==> src/rtl/multi_duration_meter.sv <==
// multi_duration_meter: per-channel period and high-time meter for asynchronous inputs.
// Define MULTI_DURATION_METER_GLITCH_FILTER_EN to insert a per-channel glitch filter.
module multi_duration_meter #(
    parameter int NCH        = 4,
    parameter int WIDTH      = 32,
    parameter int TIMEOUT    = 50_000_000,
    parameter int FILTER_LEN = 4
) (
    input  logic                 clock,
    input  logic                 reset_n,
    input  logic [NCH-1:0]       d,
    output logic [NCH*WIDTH-1:0] period,
    output logic [NCH*WIDTH-1:0] high_time,
    output logic [NCH-1:0]       valid,
    output logic [NCH-1:0]       update,
    output logic [NCH-1:0]       level
);
    typedef enum logic {IDLE, ARMED} state_t;
    localparam logic [WIDTH-1:0] CNT_MAX = '1;
    localparam logic [WIDTH-1:0] ONE     = WIDTH'(1);
    localparam logic [WIDTH-1:0] TMO     = WIDTH'(TIMEOUT);
    for (genvar i = 0; i < NCH; i++) begin : g_ch
        logic             sync1_q, s_q, prev_q, x, rise;
        state_t           state_q, state_d;
        logic [WIDTH-1:0] per_cnt_q, per_cnt_d, hi_cnt_q, hi_cnt_d;
        logic [WIDTH-1:0] period_q, period_d, high_q, high_d;
        logic             valid_q, valid_d, update_q, update_d;
`ifdef MULTI_DURATION_METER_GLITCH_FILTER_EN
        logic       filt_q;
        logic [7:0] fcnt_q;
        // The filtered level flips only once s has disagreed with it for FILTER_LEN cycles.
        always_ff @(posedge clock or negedge reset_n) begin
            if (!reset_n) begin
                filt_q <= 1'b0;
                fcnt_q <= '0;
            end else if (s_q != filt_q) begin
                filt_q <= (fcnt_q == 8'(FILTER_LEN - 1)) ? s_q : filt_q;
                fcnt_q <= (fcnt_q == 8'(FILTER_LEN - 1)) ? '0 : fcnt_q + 8'd1;
            end else begin
                fcnt_q <= '0;
            end
        end
        assign x = filt_q;
`else
        assign x = s_q;
`endif
        assign rise = x & ~prev_q;
        always_ff @(posedge clock or negedge reset_n) begin
            if (!reset_n) begin
                sync1_q   <= 1'b0;
                s_q       <= 1'b0;
                prev_q    <= 1'b0;
                state_q   <= IDLE;
                per_cnt_q <= '0;
                hi_cnt_q  <= '0;
                period_q  <= '0;
                high_q    <= '0;
                valid_q   <= 1'b0;
                update_q  <= 1'b0;
            end else begin
                sync1_q   <= d[i];
                s_q       <= sync1_q;
                prev_q    <= x;
                state_q   <= state_d;
                per_cnt_q <= per_cnt_d;
                hi_cnt_q  <= hi_cnt_d;
                period_q  <= period_d;
                high_q    <= high_d;
                valid_q   <= valid_d;
                update_q  <= update_d;
            end
        end
        always_comb begin
            state_d   = state_q;
            per_cnt_d = (per_cnt_q == CNT_MAX) ? per_cnt_q : per_cnt_q + ONE;
            hi_cnt_d  = (hi_cnt_q == CNT_MAX || !x) ? hi_cnt_q : hi_cnt_q + ONE;
            period_d  = period_q;
            high_d    = high_q;
            valid_d   = valid_q;
            update_d  = 1'b0;
            if (state_q == IDLE) begin
                per_cnt_d = rise ? ONE : per_cnt_q;
                hi_cnt_d  = rise ? ONE : hi_cnt_q;
                state_d   = rise ? ARMED : IDLE;
            end else if (rise) begin
                period_d  = per_cnt_q;
                high_d    = hi_cnt_q;
                valid_d   = 1'b1;
                update_d  = 1'b1;
                per_cnt_d = ONE;
                hi_cnt_d  = ONE;
            end else if (per_cnt_q >= TMO) begin
                period_d  = '0;
                high_d    = '0;
                valid_d   = 1'b0;
                update_d  = 1'b1;
                per_cnt_d = '0;
                hi_cnt_d  = '0;
                state_d   = IDLE;
            end
        end
        assign period[i*WIDTH +: WIDTH]    = period_q;
        assign high_time[i*WIDTH +: WIDTH] = high_q;
        assign valid[i]                    = valid_q;
        assign update[i]                   = update_q;
        assign level[i]                    = x;
    end
endmodule
==> config.mk <==
export PLATFORM = sky130hd
export DESIGN_NAME = multi_duration_meter
export DESIGN_NICKNAME = d
export VERILOG_FILES = /design/src/rtl/multi_duration_meter.sv
export SDC_FILE = /design/constraint.sdc
export NUM_CORES = 1
export LEC_CHECK = 0
export BUFFER_PORTS_ARGS = -buffer_cell sky130_fd_sc_hd__buf_2
export CORE_ASPECT_RATIO = 0.75
export CORE_MARGIN = 1.5
export CORE_UTILIZATION = 60
export CTS_CLUSTER_SIZE = 20
export DETAILED_ROUTE_END_ITERATION = 6
export PLACE_DENSITY = 0.81
export REMOVE_ABC_BUFFERS = 1
export SLEW_MARGIN = 20
export SYNTH_ARGS = -nofsm -noshare
export SYNTH_HDL_FRONTEND = slang
export SYNTH_SLANG_ARGS = --single-unit
==> constraint.sdc <==
create_clock -name clock -period 8.3 [get_ports clock]
set_clock_uncertainty 0.1 [all_clocks]
set_input_delay 0.83 -clock clock [delete_from_list [all_inputs] [get_ports clock]]
set_output_delay 0.83 -clock clock [all_outputs]
set_load 0.03 [all_outputs]
==> run summary, run 1 <==
Outcome -> completed
Post-synth EDFFs -> 0
Clock buffer count from CTS -> 50
I/O Buffers -> 273
Initial Utilization -> 0.614
Largest net degree at the start of global routing -> 167
Util after Layout -> 0.695
Flop and latch count out of synthesis -> 536
Nets -> 2549
Vias post-DR -> 20500
Period utilisation layout -> 0.417
Highest Clock Rate -> 289 MHz
Peak supply drop -> 0.190 mV
CP Launch Point -> g_ch[0].per_cnt_q[16]
Io pins -> 274
Startpoint types -> flip-flop
Top post-synthesis cells by area -> dfrtp_1, a22o_1, nand3_1
GPL Wtd Cong -> 0.928
Post-DP HPWL -> 40900 µm
Worst r2r path cells -> 6
Synth async-reset ratio -> 1.00
Post-synth top cells -> dfrtp_1, a22o_1, nand2_1, nand3_1
CP peak stage delay -> 0.59 ns
Unique masters post-synth -> 72
Seq/Total Area, Yosys -> 0.549
Layout cell share with drive strength beyond 1 -> 0.165
Initial DRC count -> 2311
Power Density -> 207 nW/µm²
Reg clk slew, reported paths -> 0.07 ns
Worst-case clock buffer depth -> 3
Row Count -> 63
CP Cell Sequence -> or4_1 -> o31ai_1 -> o211ai_1 -> o21ai_4 -> buf_4 -> a22o_1
Setup_tns -> 0 ns
Total die area -> 42000 µm²
Slew @ Worst Pin -> 0.988 ns
Placed instance count -> 2998
First-pass GRT wire length -> 102000 µm
Post-synthesis cell count -> 2355
Vias in the first global route -> 19400
P_leak -> 0.0134 µW
DR WL/cell -> 20.4 µm
FF-to-FF Start -> g_ch[0].per_cnt_q[16]
Diodes inserted -> 0
Clock root cell -> clkbuf_16
CTS tree -> built
Post-cts hold buffer count -> 0
Post_cts resized -> 0
Die width -> 236 µm
GRT overflow -> 0
Cell with the most instances after synthesis -> dfrtp_1
Avg Cell Area, Syn -> 10.4 µm²
Crit-path slowest cell -> o21ai_4
Share of the synthesized area in the top cell type -> 0.549
Rel. slew slack -> 0.341
DR pass1 iterations -> 5
Endpoints failing setup -> 0
Worst-Skew Late Latency -> 0.58 ns
Yosys top cell by area -> dfrtp_1
Post-route minimum period -> 3.46 ns
CP arrival -> 3.86 ns
Fin. max-slew vios -> 0
Initial antenna violation count -> 0
Worst Setup End Kind -> flip-flop
TritonCTS Sinks -> 536
Post-synthesis cell area -> 24400 µm²
Prevailing post-synth register cell -> dfrtp_1
Critical path class -> reg2reg
DRC viols -> 0
GRT Total Usage -> 0.296
Unrepaired setup endpoints after global routing -> false
Drt total wl -> 63100 µm
H-tree depth -> 2
Yosys warnings -> 0
Via density -> 6.63
Antenna Violating Nets Remaining -> 0
Maxcap violations -> 0
Area growth syn-to-layout -> 13.2%
Worst min path class -> in2async
Worst hold slack -> 0.136 ns
Hold Vio Cnt, Final -> 0
Post-CTS Setup Bufs -> 0
Crit-path max FO -> 48
DIE HEIGHT -> 178 µm
Core area -> 39800 µm²
Non-Filler Instances -> 3090
Critical Path RT -> 8.70 ns
power by group:
part / switching [µW] / total [µW] / internal, µW
clock: 991 / 2310 / 1320
combinational: 385 / 556 / 172
sequential: 132 / 2860 / 2730
total: 1510 / 5730 / 4220
final timing paths:
| path | slack (ns) | to |
|---|---|---|
| worst max-delay path | 4.84 | g_ch[0].period_q[31] |
| worst min-delay path | 0.14 | g_ch[0].period_q[20] |
| worst max register to register | 4.84 | g_ch[0].period_q[31] |
| worst min register to register | 0.25 | g_ch[2].s_q |
| max in group asynchronous | 5.84 | g_ch[2].hi_cnt_q[31] |
| min in group clock | 0.25 | g_ch[2].s_q |
per-stage QoR:
stage                     cell area [µm²]  total power, µW  worst slack (ns)
final                               27700             5730              4.84
after global routing                27700             5940              4.70
after CTS                           27700             5770              4.87
after detailed placement            26000             3460              4.93
after global placement              26000             3440              5.10
after floorplan                     23600             3220              2.70
per-layer routing:
metal	up-vias	wire [µm]	GRT usage	part of all wire
met3	148	4700	0.0478	0.074
met2	957	29100	0.456	0.46
met1	10200	27500	0.427	0.43
li1	9227	-	-	-
met5	-	0	0	0
met4	0	1860	0.108	0.029
placed cells by master (no fill, tap or decap), types with 16 or more instances in the layout:
master     Yosys  final
a211oi_1      17     17
a21o_1        23     23
a21oi_1       87     86
a22o_1       264    264
a31oi_1       57     57
and2_1        35     33
and3_1        68     68
and4_1        22     22
buf_2         28    272
buf_4         12     29
clkbuf_16      0     53
dfrtp_1      536    536
inv_1         80     80
mux2i_1       19     19
nand2_1      171    170
nand3_1      146    146
nand4_1       53     53
nor2_1        89     84
nor3_1        73     71
nor4_1        42     41
o211ai_1      16     16
o21ai_0      127    124
o31ai_1       21     21
or3_1         45     44
or4_1         20     20
sequential cells by signal, indices dropped and copies added, names as in the netlist:
signal / cells
g_ch.update_q: 4
g_ch.high_q: 128
g_ch.sync1_q: 4
g_ch.period_q: 128
g_ch.s_q: 4
g_ch.state_q: 4
g_ch.prev_q: 4
g_ch.valid_q: 4
g_ch.per_cnt_q: 128
g_ch.hi_cnt_q: 128
critical path: cells and delay by family (launching register included):
kind | cells | cell delay [ns]
DFF | 1 | 0.48
AOI/OAI and AO/OA | 4 | 1.68
buffers and inverters | 1 | 0.54
and+or+nand+nor | 1 | 0.55
logic make-up after synthesis:
family / share of synthesized area
muxes: 0.00870
DFF: 0.549
and+or+nand+nor: 0.176
AOI/OAI and AO/OA: 0.212
adders and majority gates: 0.00614
xor gates and xnor gates: 0.00394
buffers and inverters: 0.0446
final cells by class:
cell class,instances,area (µm²)
Clock buffer,76,1520
Clock inverter,15,128
Fill cell,2871,12100
Inverter,80,300
Multi-Input combinational cell,1560,10000
Sequential cell,536,13400
Tap cell,520,651
Timing Repair Buffer,303,1610
No activity file was read; power rests on OpenSTA's default activity.
==> run 2: changes to the inputs <==
Settings changed: CORE_UTILIZATION 60 to 53, PLACE_DENSITY 0.81 to 0.76.
Clock period 8.3 ns to 3.1 ns, I/O delays scaled along.
==> run summary, run 2 (synthesis gave the netlist of run 1 again) <==
Outcome -> completed
DR pass1 iterations -> 7
Clock root cell -> clkbuf_16
Endpoints failing setup -> 0
Clock buffer count from CTS -> 52
Layout cell share with drive strength beyond 1 -> 0.184
Largest net degree at the start of global routing -> 101
DRC viols -> 0
Drt total wl -> 67500 µm
Post-route minimum period -> 2.96 ns
GRT Total Usage -> 0.281
DIE HEIGHT -> 189 µm
Total die area -> 47400 µm²
Non-Filler Instances -> 3227
Area growth syn-to-layout -> 17.0%
Multi-input logic area -> 10000 µm²
Worst Setup End Kind -> flip-flop
Fin. max-slew vios -> 0
Hold Vio Cnt, Final -> 0
Placed instance count -> 3128
Rel. slew slack -> 0.524
Post-CTS Setup Bufs -> 0
Die width -> 251 µm
Commonest non-fill, non-tap cell in the layout -> dfrtp_1
R2R setup slack -> 0.14 ns
DR WL/cell -> 20.9 µm
Initial antenna violation count -> 0
Worst-case clock buffer depth -> 3
Initial Utilization -> 0.542
CTS tree -> built
H-tree depth -> 2
Nets -> 2619
P_leak -> 0.0139 µW
Period utilisation layout -> 0.953
Startpoint types -> flip-flop
Power Density -> 562 nW/µm²
Commonest cells after routing, fill and taps aside -> dfrtp_1, buf_2, a22o_1, nand2_1, nand3_1
Crit-path max FO -> 19
Slew @ Worst Pin -> 0.709 ns
Critical path class -> reg2reg
Vias in the first global route -> 19900
GPL Wtd Cong -> 0.932
Initial DRC count -> 2375
Maxcap violations -> 0
Setup_tns -> 0 ns
Register area -> 13400 µm²
I/O Buffers -> 273
Peak supply drop -> 0.377 mV
Worst min path class -> in2async
Unrepaired setup endpoints after global routing -> false
TritonCTS Sinks -> 536
Vias post-DR -> 20800
Reg clk slew, reported paths -> 0.06 ns
Antenna Violating Nets Remaining -> 0
Diodes inserted -> 0
Post-DP HPWL -> 45300 µm
Row Count -> 67
First-pass GRT wire length -> 108000 µm
Via density -> 6.46
CP arrival -> 3.36 ns
Fill count -> 3532
GRT overflow -> 0
Core area -> 45100 µm²
Critical Path RT -> 3.50 ns
Worst-Skew Late Latency -> 0.60 ns
Io pins -> 274
Highest Clock Rate -> 338 MHz
run 2: cell count changes in the layout (fill, tap and decap cells not counted), moves of 3 or more:
cell / delta
dlygate4sd3_1: +5
buf_4: +51
buf_12: +12
clkinv_2: -3
bufinv_16: +6
run 2: where the power goes:
group	total (µW)	leakage (µW)	switching (µW)	internal (µW)
registers	7650	0.00735	341	7300
logic	1620	0.00565	1090	529
clock network	6810	0.000901	2730	4080
run 2: worst max-delay path, cell delays in order, from the launching register on:
cell and delay (ns):
dfrtp_1 0.39, or4_4 0.55, a2111oi_4 0.42, o2111ai_2 0.20, or3b_1 0.67, or3_1 0.45, o21ai_0 0.09
run 2: layer usage:
| layer | GRT usage | vias up | wire length, µm |
|---|---|---|---|
| met5 | 0 | - | 0 |
| met4 | 0.0936 | 0 | 1730 |
| met3 | 0.0547 | 123 | 5760 |
| met2 | 0.413 | 1027 | 29700 |
| met1 | 0.419 | 10300 | 30300 |
| li1 | - | 9340 | - |
run 2: path summary, 6_finish.rpt:
| check | startpoint | to | cells after the start |
|---|---|---|---|
| max reg2reg | g_ch[0].per_cnt_q[26] | g_ch[0].hi_cnt_q[14] | 6 |
| max | g_ch[0].per_cnt_q[26] | g_ch[0].hi_cnt_q[14] | 6 |
| min in group clock | g_ch[3].sync1_q | g_ch[3].s_q | 0 |
| min reg2reg | g_ch[3].sync1_q | g_ch[3].s_q | 0 |
| min | reset_n | g_ch[0].period_q[17] | 2 |
| max in group asynchronous | reset_n | g_ch[2].hi_cnt_q[29] | 3 |
run 2: what timing repair did:
action                                  CTS  global route
resized for setup                         0             1
endpoints found under the setup margin    0             1
hold buffers                              5             0
endpoints found under the hold margin    92             0
run 2: area by class of cell:
type / instances / area share
clock buffer: 76 / 0.0536
timing repair buffer: 371 / 0.0800
multi-input combinational: 1560 / 0.351
tap: 586 / 0.0257
inverter: 80 / 0.0105
clock inverter: 18 / 0.0102
sequential: 536 / 0.469
run 2: stage by stage:
stage	instance area (µm²)	hold slack, ns	utilization	setup WS [ns]	power, µW
after floorplan	23600	-0.0856	-	-2.50	8620
after global placement	26700	0.185	0.592	0.215	9310
after detailed placement	26700	0.193	0.592	0.169	9370
after CTS	28600	0.160	0.634	0.158	16200
after global routing	28600	0.187	0.634	0.0551	16600
final	28600	0.152	0.634	0.144	16100
==> run 3: changes to the inputs <==
Settings changed: CAP_MARGIN set to 25, CORE_MARGIN 1.5 to 2.
==> run summary, run 3 (synthesis gave the netlist of run 1 again) <==
Critical Path RT -> 3.50 ns
Antenna Violating Nets Remaining -> 0
First-pass GRT wire length -> 106000 µm
Worst Setup End Kind -> flip-flop
Failing checks -> DRC
Worst-case clock buffer depth -> 3
Row Count -> 68
Total die area -> 47900 µm²
Slew @ Worst Pin -> 0.939 ns
Flop pwr share -> 0.471
Io pins -> 274
Reg clk slew, reported paths -> 0.07 ns
CTS tree -> built
Die width -> 252 µm
Initial DRC count -> 2199
Post-route minimum period -> 2.97 ns
GRT Total Usage -> 0.272
Highest Clock Rate -> 337 MHz
Peak supply drop -> 0.385 mV
Clock buffer count from CTS -> 52
H-tree depth -> 2
Fin. max-slew vios -> 0
Vias in the first global route -> 19400
Area growth syn-to-layout -> 17.0%
Period utilisation layout -> 0.958
TritonCTS Sinks -> 536
Commonest non-fill, non-tap cell in the layout -> dfrtp_1
Outcome -> complete, but fails checks
Clock root cell -> clkbuf_16
P_leak -> 0.0139 µW
Setup_tns -> 0 ns
Endpoints failing setup -> 0
DR WL/cell -> 20.3 µm
CP arrival -> 3.37 ns
Setup ws final -> 0.131 ns
Combinational share of power -> 0.100
Drt total wl -> 65500 µm
Worst slack, placed -> 0.127 ns
Initial antenna violation count -> 0
Commonest cells after routing, fill and taps aside -> dfrtp_1, buf_2, a22o_1, nand2_1, nand3_1
Hold Vio Cnt, Final -> 0
Critical path class -> reg2reg
DIE HEIGHT -> 190 µm
Unrepaired setup endpoints after global routing -> false
Crit-path max FO -> 29
Core area -> 45800 µm²
Worst min path class -> in2async
Diodes inserted -> 0
Switch share -> 0.259
Clock share of power -> 0.429
Vias post-DR -> 20500
DR pass1 iterations -> 7
Worst-Skew Late Latency -> 0.59 ns
I/O Buffers -> 273
GRT overflow -> 0
Final Power -> 16200 µW
Layout cell share with drive strength beyond 1 -> 0.183
Post-CTS Setup Bufs -> 0
Switching pwr -> 4190 µW
Nets -> 2607
Power Density -> 567 nW/µm²
Fill count -> 3661
Post-DP HPWL -> 43800 µm
Largest net degree at the start of global routing -> 97
Rel. slew slack -> 0.368
Via density -> 6.37
GPL Wtd Cong -> 0.940
Startpoint types -> flip-flop
Initial Utilization -> 0.534
Maxcap violations -> 0
Internal power -> 12000 µW
DRC viols -> 3
## run 3: changes by cell type in the layout (fill, tap and decap cells not counted), moves of 2 or more
cell / before / now
clkbuf_1: 11 / 5
buf_4: 80 / 65
clkinvlp_4: 1 / 3
clkinv_4: 0 / 2
buf_12: 13 / 16
## run 3: what timing repair did
item / in CTS / in global routing
resized for setup: 0 / 1
hold endpoints to repair: 90 / 0
setup endpoints to repair: 0 / 2
hold buffers: 5 / 0
## run 3: power groups by stage
stage          Combinational [µW]  Sequential, µW  Clock, µW
4_1_cts                      1630            7630       7060
3_3_place_gp                 1560            7740          0
6_report                     1620            7640       6950
5_1_grt                      1780            7680       7350
3_5_place_dp                 1610            7750          0
2_1_floorplan                 644            7980          0
## run 3: final timing paths
| path | startpoint | endpoint | slack, ns | cells past startpoint |
|---|---|---|---|---|
| max reg2reg | g_ch[0].per_cnt_q[26] | g_ch[0].per_cnt_q[21] | 0.13 | 7 |
| min reg2reg | g_ch[2].sync1_q | g_ch[2].s_q | 0.25 | 0 |
| max in group asynchronous | reset_n | g_ch[1].high_q[8] | 1.66 | 3 |
| min in group clock | g_ch[2].sync1_q | g_ch[2].s_q | 0.25 | 0 |
| max | g_ch[0].per_cnt_q[26] | g_ch[0].per_cnt_q[21] | 0.13 | 7 |
| min | reset_n | g_ch[0].period_q[16] | 0.25 | 2 |
## run 3: critical path, cell delays in order, from the launching register on
cell	delay, ns
dfrtp_1	0.40
or4_4	0.56
a2111oi_4	0.42
o2111ai_2	0.20
buf_4	0.29
or2_2	0.44
or3_1	0.39
o21ai_0	0.10
## run 3: per-stage QoR
stage	utilization	hold slack, ns	cells	cell area [µm²]
after global routing	0.625	0.257	3224	28600
after floorplan	-	-0.0856	2176	23600
after detailed placement	0.582	0.236	3125	26700
after global placement	0.582	0.234	3125	26700
after CTS	0.625	0.243	3224	28600
final	0.625	0.247	3224	28600
## run 3: routing by layer
metal	share of wire	GRT usage
met1	0.45	0.411
met2	0.45	0.395
met3	0.082	0.0562
met4	0.025	0.0863
met5	0	0
## run 3: layout make-up
cell class	count	area, µm²	area share
tap	595	744	0.0260
multi-input combinational	1560	10000	0.351
sequential	536	13400	0.469
inverter	80	300	0.0105
clock inverter	23	355	0.0124
clock buffer	71	1520	0.0533
timing repair buffer	359	2230	0.0782
